--- config.mk ---
export PLATFORM = sky130hd
export DESIGN_NAME = memory_access_flat
export DESIGN_NICKNAME = d
export VERILOG_FILES = /design/src/rtl/memory_access_pkg.sv /design/src/rtl/memory_access_if.sv /design/src/rtl/memory_access_extend.sv /design/src/rtl/memory_access.sv /design/src/flat_wrapper.sv
export SDC_FILE = /design/constraint.sdc
export NUM_CORES = 1
export LEC_CHECK = 0
export CAP_MARGIN = 20
export CELL_PAD_IN_SITES_DETAIL_PLACEMENT = 1
export CELL_PAD_IN_SITES_GLOBAL_PLACEMENT = 2
export CORE_ASPECT_RATIO = 1.4
export CORE_MARGIN = 2
export CORE_UTILIZATION = 17
export DETAILED_ROUTE_END_ITERATION = 6
export PLACE_DENSITY = 0.83
export SLEW_MARGIN = 5
export SYNTH_ARGS = -nofsm -noshare
export SYNTH_HDL_FRONTEND = slang
export SYNTH_SLANG_ARGS = --single-unit
--- constraint.sdc ---
create_clock -name clk -period 1.3 [get_ports clk]
set_input_delay 0.26 -clock clk [delete_from_list [all_inputs] [get_ports clk]]
set_output_delay 0.26 -clock clk [all_outputs]
set_load 0.02 [all_outputs]
--- src/rtl/memory_access_pkg.sv ---
// memory_access_pkg
// Shared types for the MIPS memory stage: common scalar aliases, the
// execute->memory and memory->writeback pipeline bundles, the access-size
// encoding and the bus-access FSM states.
// Optional build macro affecting users of this package: MEM_SUBWORD_EN.
package memory_access_pkg;

  // Common aliases
  typedef logic [31:0] u32;
  typedef logic [4:0]  creg_addr_t;

  // Access size carried from execute (only honoured with MEM_SUBWORD_EN)
  typedef enum logic [1:0] {
    MSIZE_BYTE = 2'd0,
    MSIZE_HALF = 2'd1,
    MSIZE_WORD = 2'd2
  } msize_t;

  // Data-bus access progress
  typedef enum logic [1:0] {
    IDLE = 2'd0,  // no outstanding request
    ADDR = 2'd1,  // request presented, waiting for addr_ok
    DATA = 2'd2   // address accepted, waiting for data_ok
  } mem_state_t;

  typedef struct packed {
    u32         alu_result;
    u32         write_data;
    creg_addr_t write_reg;
    logic       reg_write;
    logic       mem_read;
    logic       mem_write;
    logic       mem_to_reg;
    msize_t     msize;
    logic       msign;
  } e_m_reg_t;

  typedef struct packed {
    u32         alu_result;
    u32         read_data;
    creg_addr_t write_reg;
    logic       reg_write;
    logic       mem_to_reg;
  } m_w_reg_t;

endpackage

--- src/rtl/memory_access_if.sv ---
// memory_access_if
// Data-memory bus with valid/addr_ok/data_ok handshake.
//   dreq_valid/dreq_write/dreq_addr/dreq_strobe/dreq_data : request (master drives)
//   dresp_addr_ok/dresp_data_ok/dresp_data                : response (slave drives)
// Modports: master (memory stage), slave (memory / bus model).
interface memory_access_if #(
  parameter int ADDR_W = 32,
  parameter int DATA_W = 32
);
  logic              dreq_valid;
  logic              dreq_write;
  logic [ADDR_W-1:0] dreq_addr;
  logic [3:0]        dreq_strobe;
  logic [DATA_W-1:0] dreq_data;
  logic              dresp_addr_ok;
  logic              dresp_data_ok;
  logic [DATA_W-1:0] dresp_data;

  modport master (
    output dreq_valid, dreq_write, dreq_addr, dreq_strobe, dreq_data,
    input  dresp_addr_ok, dresp_data_ok, dresp_data
  );

  modport slave (
    input  dreq_valid, dreq_write, dreq_addr, dreq_strobe, dreq_data,
    output dresp_addr_ok, dresp_data_ok, dresp_data
  );
endinterface

--- src/rtl/memory_access_extend.sv ---
// mem_extend
// Combinational store lane/strobe generation and load lane extraction with
// sign/zero extension.
//   i_addr_lo    : byte address bits [1:0] from the ALU result
//   i_msize      : access size, i_msign : sign-extend loads
//   i_store_data : register value to store, i_load_data : raw bus word
//   o_addr_lo    : aligned address bits [1:0] to put on the bus
//   o_strobe     : byte-lane enables for a store (caller masks on loads)
//   o_store_data : lane-aligned store data, o_read_data : extended load value
// Macro MEM_SUBWORD_EN: byte/half accesses; otherwise word-only pass-through.
module mem_extend
  import memory_access_pkg::*;
(
  input  logic [1:0] i_addr_lo,
  input  msize_t     i_msize,
  input  logic       i_msign,
  input  u32         i_store_data,
  input  u32         i_load_data,
  output logic [1:0] o_addr_lo,
  output logic [3:0] o_strobe,
  output u32         o_store_data,
  output u32         o_read_data
);

`ifdef MEM_SUBWORD_EN
  logic [7:0]  w_byte;
  logic [15:0] w_half;

  // Lane picks: byte by a[1:0], halfword by a[1] (a[0] treated as 0)
  assign w_byte = 8'(i_load_data >> {i_addr_lo, 3'b000});
  assign w_half = 16'(i_load_data >> {i_addr_lo[1], 4'b0000});

  always_comb begin
    o_addr_lo    = 2'b00;
    o_strobe     = 4'hF;
    o_store_data = i_store_data;
    o_read_data  = i_load_data;
    case (i_msize)
      MSIZE_BYTE: begin
        o_addr_lo    = i_addr_lo;
        o_strobe     = 4'b0001 << i_addr_lo;
        o_store_data = {4{i_store_data[7:0]}};
        o_read_data  = {{24{i_msign & w_byte[7]}}, w_byte};
      end
      MSIZE_HALF: begin
        // Misaligned halfword proceeds with a[0] dropped
        o_addr_lo    = {i_addr_lo[1], 1'b0};
        o_strobe     = 4'b0011 << {i_addr_lo[1], 1'b0};
        o_store_data = {2{i_store_data[15:0]}};
        o_read_data  = {{16{i_msign & w_half[15]}}, w_half};
      end
      default: ;  // word (and unused encoding): full-word access
    endcase
  end
`else
  // Size/sign/low address bits have no effect in a word-only build
  logic w_unused;
  assign w_unused     = ^{i_addr_lo, i_msize, i_msign};
  assign o_addr_lo    = 2'b00;
  assign o_strobe     = 4'hF;
  assign o_store_data = i_store_data;
  assign o_read_data  = i_load_data;
`endif

endmodule

--- src/rtl/memory_access.sv ---
// memory_access
// MIPS memory stage: registers the execute->memory bundle, runs the data
// access over the valid/addr_ok/data_ok bus and produces the writeback
// bundle, a stall request and the forwarding source.
//   clk, resetn     : clock, synchronous active-low reset
//   e_m_reg         : bundle from execute
//   bus (master)    : data-memory request/response
//   m_w_reg         : bundle to writeback (bubble while stalled)
//   mem_stall       : stage busy, upstream must hold
//   fwd_*           : forwarding source for execute
// Macro MEM_SUBWORD_EN: enables byte/halfword accesses in mem_extend.
module memory_access
  import memory_access_pkg::*;
#(
  parameter int ADDR_W = 32,
  parameter int DATA_W = 32
) (
  input  logic                  clk,
  input  logic                  resetn,
  input  e_m_reg_t              e_m_reg,
  memory_access_if.master       bus,
  output m_w_reg_t              m_w_reg,
  output logic                  mem_stall,
  output logic                  fwd_reg_write,
  output creg_addr_t            fwd_write_reg,
  output u32                    fwd_result
);

  e_m_reg_t   r_e_m;
  mem_state_t r_state;
  mem_state_t w_state_next;
  logic       w_is_mem;
  logic       w_done;
  logic       w_stall;
  logic [1:0] w_addr_lo;
  logic [3:0] w_strobe;
  u32         w_store_data;
  u32         w_read_data;

  mem_extend u_extend (
    .i_addr_lo    (r_e_m.alu_result[1:0]),
    .i_msize      (r_e_m.msize),
    .i_msign      (r_e_m.msign),
    .i_store_data (r_e_m.write_data),
    .i_load_data  (32'(bus.dresp_data)),
    .o_addr_lo    (w_addr_lo),
    .o_strobe     (w_strobe),
    .o_store_data (w_store_data),
    .o_read_data  (w_read_data)
  );

  always_ff @(posedge clk) begin
    if (!resetn) begin
      r_e_m   <= '0;
      r_state <= IDLE;
    end else begin
      r_state <= w_state_next;
      if (!w_stall) r_e_m <= e_m_reg;
    end
  end

  assign w_is_mem = r_e_m.mem_read | r_e_m.mem_write;
  // In DATA the address was already accepted, so only data_ok matters
  assign w_done   = w_is_mem && bus.dresp_data_ok &&
                    (r_state == DATA || bus.dresp_addr_ok);
  assign w_stall  = w_is_mem && !w_done;
  assign mem_stall = w_stall;

  always_comb begin
    w_state_next   = r_state;
    bus.dreq_valid = 1'b0;
    case (r_state)
      IDLE: begin
        bus.dreq_valid = w_is_mem;
        // Responses with no memory instruction present are ignored
        if (w_is_mem) begin
          if (bus.dresp_addr_ok && bus.dresp_data_ok) w_state_next = IDLE;
          else if (bus.dresp_addr_ok)                 w_state_next = DATA;
          else                                        w_state_next = ADDR;
        end
      end
      ADDR: begin
        bus.dreq_valid = 1'b1;
        if (bus.dresp_addr_ok && bus.dresp_data_ok) w_state_next = IDLE;
        else if (bus.dresp_addr_ok)                 w_state_next = DATA;
      end
      DATA: begin
        if (bus.dresp_data_ok) w_state_next = IDLE;
      end
      default: w_state_next = IDLE;
    endcase
  end

  // Request fields come straight from r_e_m, which holds while stalled
  assign bus.dreq_write  = r_e_m.mem_write;
  assign bus.dreq_addr   = ADDR_W'({r_e_m.alu_result[31:2], w_addr_lo});
  assign bus.dreq_strobe = r_e_m.mem_write ? w_strobe : 4'h0;
  assign bus.dreq_data   = DATA_W'(w_store_data);

  always_comb begin
    m_w_reg = '0;
    if (!w_stall) begin
      m_w_reg.alu_result = r_e_m.alu_result;
      m_w_reg.read_data  = r_e_m.mem_read ? w_read_data : 32'h0;
      m_w_reg.write_reg  = r_e_m.write_reg;
      m_w_reg.reg_write  = r_e_m.reg_write;
      m_w_reg.mem_to_reg = r_e_m.mem_to_reg;
    end
  end

  assign fwd_reg_write = m_w_reg.reg_write;
  assign fwd_write_reg = m_w_reg.write_reg;
  assign fwd_result    = m_w_reg.mem_to_reg ? m_w_reg.read_data : m_w_reg.alu_result;

endmodule

--- src/flat_wrapper.sv ---
// flat-port wrapper written by rule: the top's interface ports become plain ports
module memory_access_flat import memory_access_pkg::*;
#(
  parameter int ADDR_W = 32,
  parameter int DATA_W = 32
)
  (clk, resetn, e_m_reg, m_w_reg, mem_stall, fwd_reg_write, fwd_write_reg, fwd_result, bus_dreq_valid, bus_dreq_write, bus_dreq_addr, bus_dreq_strobe, bus_dreq_data, bus_dresp_addr_ok, bus_dresp_data_ok, bus_dresp_data);
  memory_access_if #(.ADDR_W(ADDR_W), .DATA_W(DATA_W)) bus_i ();
  input  logic clk;
  input  logic resetn;
  input  e_m_reg_t e_m_reg;
  output m_w_reg_t m_w_reg;
  output logic mem_stall;
  output logic fwd_reg_write;
  output creg_addr_t fwd_write_reg;
  output u32 fwd_result;
  output wire logic [$bits(bus_i.dreq_valid)-1:0] bus_dreq_valid;
  output wire logic [$bits(bus_i.dreq_write)-1:0] bus_dreq_write;
  output wire logic [$bits(bus_i.dreq_addr)-1:0] bus_dreq_addr;
  output wire logic [$bits(bus_i.dreq_strobe)-1:0] bus_dreq_strobe;
  output wire logic [$bits(bus_i.dreq_data)-1:0] bus_dreq_data;
  input wire logic [$bits(bus_i.dresp_addr_ok)-1:0] bus_dresp_addr_ok;
  input wire logic [$bits(bus_i.dresp_data_ok)-1:0] bus_dresp_data_ok;
  input wire logic [$bits(bus_i.dresp_data)-1:0] bus_dresp_data;
  assign bus_dreq_valid = bus_i.dreq_valid;
  assign bus_dreq_write = bus_i.dreq_write;
  assign bus_dreq_addr = bus_i.dreq_addr;
  assign bus_dreq_strobe = bus_i.dreq_strobe;
  assign bus_dreq_data = bus_i.dreq_data;
  assign bus_i.dresp_addr_ok = bus_dresp_addr_ok;
  assign bus_i.dresp_data_ok = bus_dresp_data_ok;
  assign bus_i.dresp_data = bus_dresp_data;
  memory_access #(.ADDR_W(ADDR_W), .DATA_W(DATA_W)) u_core (.clk(clk), .resetn(resetn), .e_m_reg(e_m_reg), .bus(bus_i), .m_w_reg(m_w_reg), .mem_stall(mem_stall), .fwd_reg_write(fwd_reg_write), .fwd_write_reg(fwd_write_reg), .fwd_result(fwd_result));
endmodule
==> results.json <==
{
  "die_height_um": 197.9,
  "number_of_instances_in_the_synthesized_netlist": 598,
  "unrepaired_setup_endpoints_after_global_routing": "yes",
  "grt_usage": 0.1508,
  "failed_checks": "negative setup slack",
  "critical_path_arrival_ps": 1810,
  "via_count_of_the_first_global_routing_pass": 5481,
  "route.top_layer_used": "met5",
  "dp_cells": 1179,
  "clockRootBuffer": "sky130_fd_sc_hd__clkbuf_16",
  "grt_overflow": 0,
  "stdcell_count": 1247,
  "report.final.hold_viol_count": 0,
  "critical_path_required_ps": 1040,
  "period_needed_ps": 2065,
  "synthToLayoutAreaGrowth_pct": 116.8,
  "io_buffers": 286,
  "syn_area_mm2": 0.004564,
  "met2_length_mm": 12.39,
  "nFillCells": 2989,
  "yosys_cell_types": 29,
  "max_cap_viol_count": 0,
  "clock-skew-final_ps": 8.321,
  "setup.worst_path.class": "register to output pin",
  "area.sequential_mm2": 0.001516,
  "rr_worst_depth": 8,
  "h-tree-depth": 3,
  "clkSlewWorstSetupHoldPaths_ps": 60,
  "post_route_cells_drive_above_1_share": 0.4614,
  "setup_viol": 182,
  "cts_hold_buf": 0,
  "worst_setup_path_startpoint": "u_core.r_state[1]",
  "dr_wl_met3_mm": 1.396,
  "r2r-start": "u_core.r_state[1]",
  "drtIter0Drc": 104,
  "cts-buffers-inserted": 9,
  "worst_ir_drop_on_vdd_uv": 564.9,
  "timing.fmax_mhz": 484.2,
  "nNetsFinal": 1026,
  "grt_pass1_wl_mm": 31.86,
  "wirelength_mm": 22.08,
  "last_weighted_congestion_value_of_the_routability_driven_placer": 0.8318,
  "drc": 0,
  "synth-seq-cells": 75,
  "hold_class": "input pin to register",
  "synth_warnings": 0,
  "critical_path.max_fanout": 8,
  "cellPowerDensity_mw_per_mm2": 1036,
  "area_of_the_core_mm2": 0.02665,
  "timing.critical_path.to": "fwd_result[25]",
  "worst-r2r-setup-slack_ps": -440,
  "drt_pass1_iterations": 4,
  "ant_nets": 0,
  "worstSetupStartpointType": "register",
  "num_io_pins": 292,
  "placement_row_count": 71,
  "worst_skew_late_latency_ps": 350,
  "endpoint_kind": "output pin",
  "antenna_found_initial": 1,
  "postSynthAreaPerCell_um2": 7.633,
  "finalSetupTns_ps": -87060,
  "hpwl_mm": 15.35,
  "setup_slack_ps": -765.3,
  "fin_util": 0.3713,
  "fin_crit_sh": 1.589,
  "num_antenna_cells": 0,
  "holdPathStages": 3,
  "grt_start_max_net_pins": 73,
  "slew_violations": 0,
  "route.vias.total": 5195,
  "status": "finished with violations",
  "floorplan.initialDensity": 0.1713,
  "route.layer.met1.wl_mm": 7.600,
  "via_per_inst": 4.166,
  "multiInputGateArea_mm2": 0.003084,
  "tritoncts": "yes",
  "max-clock-path-buffers": 2,
  "timing.rr.end": "u_core.r_e_m[29]",
  "synth-seq-area-share": 0.3289,
  "clock_sink_count": 75,
  "fp.dieArea_mm2": 0.02819,
  "total_leakage_power_nw": 4.543,
  "average_wire_per_standard_cell_um": 17.71,
  "fp.dieW_um": 142.5,
  "fin_hold_ws_ps": 258.8
}
## kinds of logic after synthesis
group	synth area share
and+or+nand+nor	0.2382
buffers and inverters	0.1982
DFF	0.3289
muxes	0.1557
AOI/OAI and AO/OA	0.07813
other	0.0008216
## registers in the layout, summed over array words and instances (netlist names)
register	flops
u_core.bus.dreq_addr	30
u_core.bus.dreq_write	1
u_core.r_e_m	42
u_core.r_state	2
## cells in the mapped netlist
master	number	share of area
sky130_fd_sc_hd__nand2_1	175	0.14
sky130_fd_sc_hd__buf_4	76	0.13
sky130_fd_sc_hd__dfxtp_1	75	0.33
sky130_fd_sc_hd__mux2i_1	71	0.16
sky130_fd_sc_hd__and2_1	33	0.045
sky130_fd_sc_hd__inv_1	33	0.027
sky130_fd_sc_hd__nor2_1	32	0.026
sky130_fd_sc_hd__o32ai_1	31	0.059
sky130_fd_sc_hd__clkbuf_1	28	0.023
sky130_fd_sc_hd__buf_2	9	0.0099
sky130_fd_sc_hd__nor2b_1	9	0.012
sky130_fd_sc_hd__buf_6	5	0.012
sky130_fd_sc_hd__a21oi_1	3	0.0033
sky130_fd_sc_hd__nand2b_1	3	0.0041
sky130_fd_sc_hd__a211o_1	1	0.0019
sky130_fd_sc_hd__a21boi_0	1	0.0016
sky130_fd_sc_hd__a21o_1	1	0.0016
sky130_fd_sc_hd__a31oi_1	1	0.0014
sky130_fd_sc_hd__a32o_1	1	0.0022
sky130_fd_sc_hd__and3_1	1	0.0014
sky130_fd_sc_hd__and3b_1	1	0.0019
sky130_fd_sc_hd__buf_1	1	0.00082
sky130_fd_sc_hd__conb_1	1	0.00082
sky130_fd_sc_hd__nor2b_2	1	0.0019
sky130_fd_sc_hd__nor3_1	1	0.0011
sky130_fd_sc_hd__o21ai_0	1	0.0011
sky130_fd_sc_hd__o2bb2ai_1	1	0.0019
sky130_fd_sc_hd__o311ai_0	1	0.0019
sky130_fd_sc_hd__o31ai_1	1	0.0016
## metrics by stage
stage	setup WS [ps]	power [W]	area, µm²
global placement	-1189	0.006501	8359
CTS	-837.8	0.01006	9283
detailed placement	-1229	0.006552	8359
floorplan	-226.0	0.004907	5142
global route	-830.1	0.01077	9894
finish	-765.3	0.01025	9894
## routing by layer
metal	vias to the layer above	track usage
li1	2487	-
met1	2488	0.1492
met2	181	0.2933
met3	37	0.03748
met4	2	0.06344
met5	-	0
## final cells by class
class / instances / area share
Clock buffer: 10 / 0.02415
Timing Repair Buffer: 423 / 0.4482
Sequential cell: 75 / 0.1533
Multi-Input combinational cell: 372 / 0.3117
Tap cell: 328 / 0.04148
Inverter: 33 / 0.01252
Clock inverter: 6 / 0.008725
## cell usage in the layout, fill, tap and decap left out, types with 5 or more instances in the layout
cell type,count
sky130_fd_sc_hd__dlymetal6s2s_1,29
sky130_fd_sc_hd__inv_1,33
sky130_fd_sc_hd__and2_4,26
sky130_fd_sc_hd__nor2_4,26
sky130_fd_sc_hd__clkdlybuf4s50_1,105
sky130_fd_sc_hd__o32ai_4,22
sky130_fd_sc_hd__buf_12,18
sky130_fd_sc_hd__and2_2,6
sky130_fd_sc_hd__buf_2,33
sky130_fd_sc_hd__buf_8,10
sky130_fd_sc_hd__o32ai_2,9
sky130_fd_sc_hd__nor2_2,5
sky130_fd_sc_hd__buf_6,116
sky130_fd_sc_hd__nand2_1,174
sky130_fd_sc_hd__mux2i_1,70
sky130_fd_sc_hd__nor2b_4,9
sky130_fd_sc_hd__buf_4,97
sky130_fd_sc_hd__buf_16,6
sky130_fd_sc_hd__clkbuf_16,11
sky130_fd_sc_hd__dfxtp_1,69
## what timing repair did
| item | in CTS | in global routing |
|---|---|---|
| hold endpoints to repair | 0 | 0 |
| setup buffers | 26 | 26 |
| gates resized for setup | 844 | 143 |
| endpoints found under the setup margin | 249 | 214 |
| cloned | 9 | 2 |
| pin swaps | 15 | 20 |
## report_power, final
group	internal (W)	switching [W]
clock	0.00174	0.00111
combinational	0.00247	0.00227
sequential	0.00253	0.000139
## worst max-delay path, cell delays in order (launching register included)
cell and delay [ps]:
sky130_fd_sc_hd__dfxtp_2 350, sky130_fd_sc_hd__nor2b_4 190, sky130_fd_sc_hd__a21oi_4 80, sky130_fd_sc_hd__buf_12 150, sky130_fd_sc_hd__buf_16 140, sky130_fd_sc_hd__buf_8 130, sky130_fd_sc_hd__o32ai_4 240, sky130_fd_sc_hd__buf_6 160
## how the worst min path moves through the flow
| stage | to | start |
|---|---|---|
| finish | u_core.r_e_m[14] | resetn |
| global route | u_core.bus.dreq_write | resetn |
| CTS | u_core.bus.dreq_write | resetn |
| detailed placement | u_core.r_e_m[27] | u_core.r_e_m[27] |
| global placement | u_core.r_e_m[7] | u_core.r_e_m[7] |
| floorplan | u_core.bus.dreq_addr[10] | e_m_reg[54] |
No activity file was read; power rests on OpenSTA's default activity.
